## src/rtl/sym2_packer.sv

```systemverilog
// Packs 2-bit symbols MSB-first into SYMS-symbol words and queues them in a
// first-word-fall-through FIFO; overflowing words are dropped and counted.
module sym2_packer #(
    parameter int SYMS  = 4,
    parameter int DEPTH = 4
) (
    input  logic                      sys_clk,
    input  logic                      sys_rst_n,
    input  logic                      in_vld,
    input  logic [1:0]                in_data,
    input  logic                      flush,
    output logic [2*SYMS-1:0]         out_data,
    output logic                      out_vld,
    input  logic                      out_rdy,
    output logic [$clog2(DEPTH):0]    fill_lvl,
    output logic [7:0]                drop_cnt,
    output logic                      ovf
);

    localparam int WORD_W = 2 * SYMS;
    localparam int CNT_W  = $clog2(SYMS);
    localparam int PTR_W  = $clog2(DEPTH);
    localparam int LVL_W  = PTR_W + 1;

    logic [CNT_W-1:0]  cnt_q, cnt_d;
    logic [WORD_W-1:0] shreg_q, shreg_d;
    logic [WORD_W-1:0] mem_q [DEPTH];
    logic [WORD_W-1:0] mem_d [DEPTH];
    logic [PTR_W-1:0]  wr_ptr_q, wr_ptr_d;
    logic [PTR_W-1:0]  rd_ptr_q, rd_ptr_d;
    logic [LVL_W-1:0]  lvl_q, lvl_d;
    logic [7:0]        drop_cnt_q, drop_cnt_d;
    logic              ovf_q, ovf_d;

    logic [WORD_W-1:0] word_w;
    logic              word_done;
    logic              push;
    logic              pop;
    logic              full;
    logic              wr_en;
    logic              drop;

    always_comb begin
        // Merge the symbol accepted this edge so a flush can include it.
        word_w = shreg_q;
        for (int unsigned i = 0; i < SYMS; i++) begin
            if (in_vld && (cnt_q == CNT_W'(i))) begin
                word_w[WORD_W-1-2*i -: 2] = in_data;
            end
        end

        word_done = in_vld && (cnt_q == CNT_W'(SYMS - 1));
        push      = word_done || (flush && ((cnt_q != '0) || in_vld));

        cnt_d   = cnt_q;
        shreg_d = shreg_q;
        if (push) begin
            cnt_d   = '0;
            shreg_d = '0;
        end else if (in_vld) begin
            cnt_d   = cnt_q + 1'b1;
            shreg_d = word_w;
        end

        pop   = (lvl_q != '0) && out_rdy;
        full  = (lvl_q == LVL_W'(DEPTH));
        wr_en = push && (!full || pop);
        drop  = push && full && !pop;

        mem_d    = mem_q;
        wr_ptr_d = wr_ptr_q;
        rd_ptr_d = rd_ptr_q;
        if (wr_en) begin
            mem_d[wr_ptr_q] = word_w;
            wr_ptr_d        = wr_ptr_q + 1'b1;
        end
        if (pop) begin
            rd_ptr_d = rd_ptr_q + 1'b1;
        end

        lvl_d = lvl_q;
        case ({wr_en, pop})
            2'b10:   lvl_d = lvl_q + 1'b1;
            2'b01:   lvl_d = lvl_q - 1'b1;
            default: lvl_d = lvl_q;
        endcase

        drop_cnt_d = drop_cnt_q;
        ovf_d      = ovf_q;
        if (drop) begin
            ovf_d = 1'b1;
            if (drop_cnt_q != 8'hFF) begin
                drop_cnt_d = drop_cnt_q + 8'd1;
            end
        end
    end

    always_ff @(posedge sys_clk or negedge sys_rst_n) begin
        if (!sys_rst_n) begin
            cnt_q      <= '0;
            shreg_q    <= '0;
            wr_ptr_q   <= '0;
            rd_ptr_q   <= '0;
            lvl_q      <= '0;
            drop_cnt_q <= '0;
            ovf_q      <= 1'b0;
            for (int unsigned i = 0; i < DEPTH; i++) begin
                mem_q[i] <= '0;
            end
        end else begin
            cnt_q      <= cnt_d;
            shreg_q    <= shreg_d;
            wr_ptr_q   <= wr_ptr_d;
            rd_ptr_q   <= rd_ptr_d;
            lvl_q      <= lvl_d;
            drop_cnt_q <= drop_cnt_d;
            ovf_q      <= ovf_d;
            mem_q      <= mem_d;
        end
    end

    assign out_data = mem_q[rd_ptr_q];
    assign out_vld  = (lvl_q != '0);
    assign fill_lvl = lvl_q;
    assign drop_cnt = drop_cnt_q;
    assign ovf      = ovf_q;

endmodule

```

## config.mk

```make
export PLATFORM = sky130hd
export DESIGN_NAME = sym2_packer
export DESIGN_NICKNAME = d
export VERILOG_FILES = /design/src/rtl/sym2_packer.sv
export SDC_FILE = /design/constraint.sdc
export NUM_CORES = 1
export LEC_CHECK = 0
export BUFFER_PORTS_ARGS = -buffer_cell sky130_fd_sc_hd__buf_2
export CAP_MARGIN = 10
export CELL_PAD_IN_SITES_DETAIL_PLACEMENT = 0
export CELL_PAD_IN_SITES_GLOBAL_PLACEMENT = 1
export CORE_MARGIN = 4
export CORE_UTILIZATION = 48
export DETAILED_ROUTE_END_ITERATION = 12
export GPL_TIMING_DRIVEN = 0
export PLACE_DENSITY = 0.81
export REMOVE_ABC_BUFFERS = 1
export SYNTH_ARGS = -nofsm -noshare
export SYNTH_HDL_FRONTEND = slang
export SYNTH_SLANG_ARGS = --single-unit
export TNS_END_PERCENT = 20
```

## constraint.sdc

```tcl
create_clock -name sys_clk -period 2.92 [get_ports sys_clk]
set_input_delay 0.73 -clock sys_clk [delete_from_list [all_inputs] [get_ports sys_clk]]
set_output_delay 0.73 -clock sys_clk [all_outputs]
set_load 0.005 [all_outputs]
```

Word level (Yosys, flattened, before mapping)
Index checks and enable logic that the tools add are counted.
Widths: inputs -> output; s select.
- flip-flop bits (word level): 58
- bits of input ports: 7
- word-level logic and storage cells: 65
- $lt $le $gt $ge: 3
- equality and inequality tests: 7
- reductions and logical operators: 21
- multiplexer cells: 15
- bitwise operators: 2
- add/subtract/negate cells: 6
- operators by type and width (operator ; number):
    $mux 8 ; 5
    $bwmux 32 ; 1
    $bmux 8 s2 ; 1
    $demux 8 s2 ; 1
    $mux 2 ; 6
    $logic_and 1x1->1 ; 10
    $add 8x1->8 const B ; 1
    $ne 8x8->1 const B ; 1
    $add 2x1->2 const B ; 3
    $eq 2x2->1 const B ; 3
    $ge 3x3->1 const B ; 2
    $not 2->3 ; 2
    $pmux 3 s2 ; 1
    $reduce_bool 2->1 ; 3
    $eq 2x1->1 const B ; 2
    $add 3x1->3 const B ; 1
    $eq 3x3->1 const B ; 1
    $logic_or 1x1->1 ; 3
    $lt 3x1->1 const B ; 1
    $reduce_bool 3->1 ; 1
    $sub 3x1->3 const B ; 1
    $logic_not 1->1 ; 2
    $logic_not 2->1 ; 1
    $reduce_and 2->1 ; 1

Depth between registers and ports, before layout
Gate-level depths: netlist (run 1).
- depth after elaboration: 7
- gate-level depth with buffers: 11
- depth with buffers taken out: 11

Worst setup path after synthesis (run 1)
Ideal clock, no wire load.
- path type: in2reg
- from: input port out_rdy
- to: register lvl_q[2], in the netlist fill_lvl[2]
- stages on the path: 9
- arrival: 2.305 ns
- slack: 0.535 ns
- data required time: 2.841 ns
- cell sequence: nor4b_1 -> nor3_4 -> inv_1 -> ha_1 -> inv_1 -> fa_1 -> xor2_1 -> nor2_1 -> xor2_1
- longest elaborated chain between the ends: 5
- RTL lines (what ; line ; RTL):
    from (decl) ; 14 ; input logic out_rdy,
    $logic_and 1x1->1 * ; 65 ; pop = (lvl_q != '0) && out_rdy;
    $logic_or 1x1->1 ; 67 ; wr_en = push && (!full || pop);
    $logic_and 1x1->1 ; 67 ;
    $eq 2x1->1 or $eq 2x2->1 (tied branches) ; 82 ; case ({wr_en, pop})
    $pmux 3 s2 or $reduce_bool 2->1 (tied branches) ; -- ;
    to (signal assigned) ; 115 ; lvl_q <= lvl_d;
    to (decl) ; 31 ; logic [LVL_W-1:0] lvl_q, lvl_d;
Mark *: on every way between the ends. The rest lies on a longest branch, timed or not.
A chain may end at the register's enable or synchronous reset.

Worst setup path in the final report (run 1)
- from: register rd_ptr_q[0]
- to: output port out_data[1]
- longest elaborated chain between the ends: 4
- RTL lines (what ; line ; RTL):
    from (decl) ; 30 ; logic [PTR_W-1:0] rd_ptr_q, rd_ptr_d;
    from (signal assigned) ; 114 ; rd_ptr_q <= rd_ptr_d;
    $not 2->3 (implied by the code) ; 122 ; assign out_data = mem_q[rd_ptr_q];
    $bmux 8 s2 ; 122 ;
    $mux 8 (implied by the code) (2 in a row) ; 122 ;
    to (decl) ; 12 ; output logic [2*SYMS-1:0] out_data,
Every way passes these cells. The select of a mux whose other input is x is not followed.

==> flow_summary.toml, run 1 <==
[status]
status = "completed"

[timing]
setup-violations-final = 0
fmax_mhz = 384
tightest_slew_ns = 0.747
hold_viol = 0
slew_headroom = 0.502
period_share = 0.892
maxSlewViolCount = 0
rsz0062_at_grt = "no"
finalSetupTns_ns = 0
fin_crit_ns = 2.60
fin_worst_skew_ns = 0.00762

[power]
power.share.clock = 0.271
p_leak_nw = 1.58
swShare = 0.316
power.total_mw = 3.14
power.share.sequential = 0.419
ir_drop_mv = 0.560
combPwrFrac = 0.310
p_per_area_nw_per_um2 = 971
p_int_mw = 2.15
net-switching-power_mw = 0.991

[floorplanning]
die_x_um = 84.1
design.core.area_um2 = 5570
num_rows = 27
initial_core_util = 0.498
die_height_um = 84.1
die-area_um2 = 7070
pin_count = 28

[worst_setup_path]
cp_slowest_cell = "dfrtp_1"
critPathTopFamily = "flip-flops"
path_class = "register to output port"
reg2reg_from = "cnt_q[0]"
crit_path_start_kind = "register"
ff2ff_path_depth = 9
path_buf_inv = 1
crit_chain = "mux4_2 > buf_2"
cpPeakStageDelay_ns = 0.79
end_kind = "output port"
worstPathArrival_ns = 1.87
required_ns = 2.19
rrSetupSlack_ns = 0.42
r2r_end = "fill_lvl[1]"
crit_fanout = 10

[synth]
synthTopCellsByArea = "dfrtp_1 52%, mux2_2 16%, mux4_2 6.5%, ha_1 4.5%, xnor2_1 2.8%"
yosysSeqAreaShare = 0.523
netlist_top_cells_count = "58 x dfrtp_1, 39 x mux2_2, 17 x nand2_1, 10 x ha_1"
synth.most_common_cell = "dfrtp_1"
synth_cell_type_count = 35
synth-edff-count = 0
yosys.area.top_type_share = 0.523
synth_flop_cell = "dfrtp_1"
synth_area_per_cell_um2 = 13.7
syn_inst = 203
yosysTopAreaCell = "dfrtp_1"
syn_area_um2 = 2780
ys_async_sr_fraction = 1.00
ys_ff_latch = 58
yosysWarningCount = 0

[finish]
syn2layout_area_growth_pct = 16.4
antenna_cells = 0
seqCellArea_um2 = 1450
nNetsFinal = 257
drive_gt1_frac = 0.410
nFillCells = 457
multiInputGateArea_um2 = 1270

[clock_network]
cts_tree = "built"
cts_setup_buffers = 0
cts.sinks = 58
root_buffer = "clkbuf_8"
cts_resized = 0
ctsLongestPathBuffers = 2
hold_buffers = 0
htreeDepth = 3
clk_latency_ns = 0.33
path_clk_slew_ns = 0.07
cts_buffers = 9

[routing]
avgViaCountPerCell = 5.36
vias = 1694
remaining_drc_errors = 0
dr.pass1.iters = 4
wl_um = 5350
drt_iter0_markers = 71
wl_per_cell_um = 16.9
ant_nets = 0

[global_route]
grt_pass1_vias = 1888
antenna_found_initial = 0
overflow = 0
gr-max-usage-layer = "met2"
grt_pass1_wl_um = 9360
grt_use_met1 = 0.219
gr-usage-met2 = 0.275
grtUsageMet3 = 0.0464
grt_start_max_net_pins = 32
grt.total_usage = 0.173

[placed_design]
portBuffers = 27
gp_congestion = 0.753
detailed_place_hpwl_um = 3560

[run]
drv_cap = 0

[hold_path]
holdCritPathClass = "input port to asynchronous set/reset pin"
## cell families after synthesis
group | Yosys count | share of synthesized area
DFF | 58 | 0.523
and+or+nand+nor | 53 | 0.119
muxes | 49 | 0.232
xor gates and xnor gates | 12 | 0.0378
buffers and inverters | 12 | 0.0194
adders and majority gates | 11 | 0.0523
AOI/OAI and AO/OA | 8 | 0.0167
## routing by layer
layer  part of all wire  wire length, um  up-vias
li1                   -                -      789
met1               0.47             2500      865
met2               0.48             2550       28
met4              0.022              119        0
met3              0.035              186       12
met5                  0                0        -
## state kept, by name, indices dropped and copies added, names as in the netlist
register,cells
cnt_q,2
drop_cnt,8
fill_lvl,3
mem_q,32
ovf,1
rd_ptr_q,2
shreg_q,8
wr_ptr_q,2
## layout by cell type, fill, tap and decap left out, types with 2 or more instances in the layout
cell type / Yosys / final
inv_1: 9 / 9
clkbuf_8: 0 / 11
ha_1: 10 / 10
mux4_2: 8 / 8
nand2_1: 17 / 17
nor3_4: 2 / 2
o21ai_0: 5 / 5
xor2_1: 3 / 3
nand3_1: 6 / 6
nor2_1: 4 / 4
mux2_2: 39 / 39
nor2b_1: 8 / 8
dfrtp_1: 58 / 58
nand4_1: 2 / 2
bufinv_16: 0 / 2
and3_1: 3 / 3
xnor2_1: 9 / 9
buf_2: 1 / 27
## worst register-to-register path: stages (launching register included)
cell     delay, ns
dfrtp_1       0.42
inv_1         0.08
ha_1          0.27
and2b_2       0.30
nor3_4        0.37
inv_1         0.08
ha_1          0.21
inv_1         0.08
fa_1          0.42
o21ai_0       0.20
## how the worst max path moves through the flow
stage,startpoint,end,cells past startpoint
final,rd_ptr_q[0],out_data[1],2
after CTS,rd_ptr_q[0],out_data[1],2
after global routing,rd_ptr_q[0],out_data[1],2
after detailed placement,out_rdy,fill_lvl[2],10
after floorplan,out_rdy,fill_lvl[2],9
after global placement,out_rdy,fill_lvl[2],10
## stage by stage
stage                     instances  utilization  worst slack, ns  hold WS [ns]  instance area, um2
after floorplan                 200            -            0.535         0.434                2760
after global placement          299        0.535            0.315         0.449                2980
after detailed placement        300        0.539            0.180         0.459                3000
after CTS                       316        0.580            0.309         0.473                3230
after global routing            316        0.580            0.234         0.484                3230
final                           316        0.580            0.316         0.458                3230
## power groups by stage
stage                     sequential, mW  combinational, mW  clock (mW)
after floorplan                     1.26              0.700           0
after global placement              1.31              0.936           0
after detailed placement            1.32              0.979           0
after CTS                           1.31              0.992       0.864
after global routing                1.36               1.09       0.903
final                               1.31              0.973       0.849
## area by class of cell
type,instances,area share
Tap cell,72,0.0279
Multi-Input combinational cell,133,0.394
Timing Repair Buffer,28,0.0480
Clock inverter,4,0.0228
Sequential cell,58,0.449
Clock buffer,12,0.0480
Inverter,9,0.0105
Note: power is estimated with default switching activity, not from simulation.
==> inputs of run 2 (changes only) <==
REMOVE_ABC_BUFFERS = not set   (was 1)
==> flow_summary.toml, run 2 (synthesis gave the netlist of run 1 again) <==
[status]
status = "completed"

[power]
p_per_area_nw_per_um2 = 975
p_leak_nw = 1.59
ir_drop_mv = 0.590
power.total_mw = 3.19

[placed_design]
detailed_place_hpwl_um = 3330
portBuffers = 27
gp_congestion = 0.722
place_area_um2 = 3020

[floorplanning]
die-area_um2 = 7070
die_x_um = 84.1
pin_count = 28
num_rows = 27
die_height_um = 84.1
initial_core_util = 0.498
design.core.area_um2 = 5570

[worst_setup_path]
critPathTopFamily = "adder cells"
path_buf_inv = 3
crit_path_start_kind = "register"
cp_common_cell = "inv_1"
cp_slowest_cell = "dfrtp_1"
path_class = "register to register"
crit_fanout = 8
end_kind = "register"
crit_chain = "inv_1 > ha_1 > and2b_2 > nor3_4 > inv_1 > ha_1 > inv_1 > fa_1 > o21ai_0"
worstPathArrival_ns = 2.64
required_ns = 3.17
cpPeakStageDelay_ns = 0.41

[finish]
post-route-cell-area_um2 = 3270
regMostFlops = "mem_q"
seqCellArea_um2 = 1450
drive_gt1_frac = 0.417
largest_reg_flops = 32
final_common_cell = "dfrtp_1"
syn2layout_area_growth_pct = 17.9
multiInputGateArea_um2 = 1270
layout_common_cells = "58 x dfrtp_1, 39 x mux2_2, 28 x buf_2, 17 x nand2_1"
nFillCells = 477
nNetsFinal = 260
antenna_cells = 0

[timing]
period_share = 0.821
slew_headroom = 0.586
fin_worst_skew_ns = 0.00586
maxSlewViolCount = 0
fin_crit_ns = 2.40
tightest_slew_ns = 0.621
setup-violations-final = 0
fmax_mhz = 417
finalSetupTns_ns = 0
hold_viol = 0
rsz0062_at_grt = "no"

[clock_network]
cts_buffers = 9
path_clk_slew_ns = 0.07
cts_setup_buffers = 0
clk_latency_ns = 0.33
cts.sinks = 58
hold_buffers = 0
cts_tree = "built"
cts_resized = 0
htreeDepth = 3
root_buffer = "clkbuf_8"
ctsLongestPathBuffers = 2

[routing]
ant_nets = 0
vias = 1624
remaining_drc_errors = 0
wl_um = 4860
drt_iter0_markers = 63
dr.pass1.iters = 4
wl_per_cell_um = 15.2
avgViaCountPerCell = 5.09

[global_route]
grt.total_usage = 0.158
grt_start_max_net_pins = 34
grt_pass1_vias = 1696
antenna_found_initial = 0
grt_pass1_wl_um = 8580
overflow = 0

[hold_path]
holdCritPathClass = "input port to asynchronous set/reset pin"

[run]
drv_cap = 0

[synth]
syn_nets = 221
==> run 2: where the power goes <==
part / leakage [nW] / internal (mW) / switching [mW]
sequential: 0.767 / 1.07 / 0.159
clock: 0.119 / 0.592 / 0.342
combinational: 0.708 / 0.552 / 0.476
==> run 2: area by class of cell <==
| cell class | instances | share of cell area |
|---|---|---|
| Timing Repair Buffer | 28 | 0.0474 |
| Sequential cell | 58 | 0.443 |
| Tap cell | 72 | 0.0275 |
| Multi-Input combinational cell | 133 | 0.389 |
| Inverter | 9 | 0.0103 |
| Buffer | 3 | 0.00611 |
| Clock buffer | 10 | 0.0420 |
| Clock inverter | 6 | 0.0348 |
==> run 2: layer usage <==
| metal | global-route usage | wire length [um] | up-vias | share of wire |
|---|---|---|---|---|
| met3 | 0.0365 | 137 | 6 | 0.028 |
| li1 | - | - | 790 | - |
| met2 | 0.238 | 2280 | 19 | 0.47 |
| met5 | 0 | 0 | - | 0 |
| met1 | 0.212 | 2340 | 809 | 0.48 |
| met4 | 0.0789 | 97 | 0 | 0.020 |
==> run 2: final timing paths <==
path / depth (start not counted) / to / slack [ns] / start
max in group asynchronous: 2 / mem_q[19] / 1.91 / sys_rst_n
max reg2reg: 9 / fill_lvl[1] / 0.52 / cnt_q[0]
max: 9 / fill_lvl[1] / 0.52 / cnt_q[0]
min in group sys_clk: 1 / ovf / 0.46 / ovf
min: 1 / cnt_q[1] / 0.41 / sys_rst_n
min reg2reg: 1 / ovf / 0.46 / ovf
==> run 2: through the flow <==
stage	hold slack, ns	std cells	util	setup slack (ns)
finish	0.412	319	0.587	0.522
global route	0.464	319	0.587	0.311
CTS	0.426	319	0.587	0.489
detailed placement	0.448	303	0.542	0.254
global placement	0.446	302	0.539	0.281
floorplan	0.434	203	-	0.535
==> run 2: worst reg2reg max path, cell delays in order (launching register included) <==
cell     delay, ns
dfrtp_1       0.41
inv_1         0.08
ha_1          0.26
and2b_2       0.28
nor3_4        0.35
inv_1         0.09
ha_1          0.21
inv_1         0.07
fa_1          0.40
o21ai_0       0.15
==> inputs of run 3 (changes only) <==
CORE_UTILIZATION = 43   (was 48)
PLACE_DENSITY = 0.76   (was 0.81)
clock period = 2 ns   (was 2.92 ns; I/O delays follow)
==> flow_summary.toml, run 3 (synthesis gave the netlist of run 1 again) <==
[worst_setup_path]
r2r_end = "fill_lvl[2]"
crit_path_end = "fill_lvl[2]"
path_class = "register to register"
required_ns = 2.25
crit_fanout = 4
crit_path_start_kind = "register"
worstPathArrival_ns = 2.27
startpoint = "cnt_q[1]"
crit_chain = "inv_2 > ha_4 > and2b_4 > nor3_4 > inv_1 > ha_2 > inv_2 > fa_2 > xor2_1 > nor2_1 > xor2_1"
rrSetupSlack_ns = -0.02
cp_slowest_cell = "dfrtp_2"
reg2reg_from = "cnt_q[1]"
cpPeakStageDelay_ns = 0.45
end_kind = "register"
ff2ff_path_depth = 11

[global_route]
gr-max-usage-layer = "met2"
grt_use_met1 = 0.185
gr-usage-met2 = 0.255
grtUsageMet3 = 0.0456
antenna_found_initial = 0
grt_start_max_net_pins = 34
grt_pass1_vias = 1801
grt.total_usage = 0.151
overflow = 0
grt_pass1_wl_um = 8870

[floorplanning]
design.core.area_um2 = 6310
initial_core_util = 0.440
die-area_um2 = 7810
pin_count = 28
die_height_um = 88.4
num_rows = 29
die_x_um = 88.4

[placed_design]
portBuffers = 27
gp_congestion = 0.700
place_area_um2 = 3060
detailed_place_hpwl_um = 3460
pre_cts_slack_ns = -0.340

[timing]
period_share = 1.01
setup-violations-final = 4
fin_hold_ws_ns = 0.178
fin_worst_skew_ns = 0.00671
hold_viol = 0
fmax_mhz = 496
maxSlewViolCount = 0
tightest_slew_ns = 0.620
rsz0062_at_grt = "yes"
slew_headroom = 0.587
fin_ws_ns = -0.0160
fin_crit_ns = 2.02

[power]
power.total_mw = 4.92
p_leak_nw = 1.70
ir_drop_mv = 0.587
p_per_area_nw_per_um2 = 1410

[finish]
drive_gt1_frac = 0.509
post-route-cell-area_um2 = 3490
regMostFlops = "mem_q"
final_common_cell = "dfrtp_1"
syn2layout_area_growth_pct = 25.8
antenna_cells = 0
largest_reg_flops = 32
nFillCells = 529
fin_util = 0.553
nNetsFinal = 280
layout_common_cells = "55 x dfrtp_1, 39 x mux2_2, 26 x buf_2, 20 x buf_4, 17 x nand2_1"

[clock_network]
clk_latency_ns = 0.33
ctsLongestPathBuffers = 2
cts_buffers = 9
path_clk_slew_ns = 0.07
cts.sinks = 58
htreeDepth = 3
root_buffer = "clkbuf_8"
hold_buffers = 0
cts_tree = "built"

[routing]
ant_nets = 0
remaining_drc_errors = 0
avgViaCountPerCell = 5.02
wl_per_cell_um = 15.4
drt_iter0_markers = 29
wl_um = 5290
dr.pass1.iters = 4
vias = 1728

[status]
status = "finished with violations"
violations = "setup timing"

[run]
drv_cap = 0

[hold_path]
holdCritPathClass = "input port to asynchronous set/reset pin"

[synth]
syn_nets = 221
## run 3: cell types whose count changed in the layout (fill, tap and decap cells not counted), moves of 2 or more
cell     before  now
ha_1         10    7
inv_2         0    3
dfrtp_1      58   55
buf_4         0   20
buf_6         1    3
dfrtp_2       0    3
inv_1         9    6
buf_2        28   26
ha_4          0    2
## run 3: repair_timing
item	in CTS	in global routing
buffers inserted	15	6
pin swaps	9	9
gates resized for setup	16	3
endpoints found under the setup margin	42	38
hold endpoints to repair	0	0
## run 3: worst max-delay path, delay by kind of cell (launching register included)
| kind | cells | cell delay, ns |
|---|---|---|
| AND/OR/NAND/NOR | 3 | 0.33 |
| buffers and inverters | 3 | 0.19 |
| adder cells (fa/ha/maj) | 3 | 0.66 |
| XOR/XNOR | 2 | 0.29 |
| flip-flops | 1 | 0.45 |
## run 3: where the power goes
| group | total, mW | internal (mW) | switching, mW |
|---|---|---|---|
| logic | 1.83 | 1.08 | 0.753 |
| registers | 1.86 | 1.57 | 0.291 |
| clock network | 1.22 | 0.737 | 0.486 |
## run 3: final cells by class
class	instances	area [um2]	area share
well taps	77	96.3	0.0276
clock inverters	6	88.8	0.0254
inverters	9	33.8	0.00967
plain buffers	2	26.3	0.00752
repair buffers	49	323	0.0924
flip-flops and latches	58	1460	0.417
clock buffers	10	138	0.0394
multi-input cells	133	1330	0.381
## run 3: how the worst min path moves through the flow
| stage | endpoint | start | slack, ns |
|---|---|---|---|
| detailed placement | ovf | ovf | 0.45 |
| CTS | drop_cnt[6] | sys_rst_n | 0.19 |
| floorplan | cnt_q[0] | sys_rst_n | 0.20 |
| finish | shreg_q[7] | sys_rst_n | 0.18 |
| global placement | ovf | ovf | 0.45 |
| global route | mem_q[4] | sys_rst_n | 0.22 |
## run 3: routing by layer
layer / up-vias / wire length (um)
li1: 831 / -
met1: 872 / 2320
met2: 19 / 2730
met3: 6 / 169
met4: 0 / 71
met5: - / 0
## run 3: through the flow
step	std cells	TNS, ns
2_1_floorplan	203	-0.133
3_3_place_gp	307	-3.65
3_5_place_dp	308	-3.68
4_1_cts	338	-0.226
5_1_grt	344	-0.683
6_report	344	-0.0271
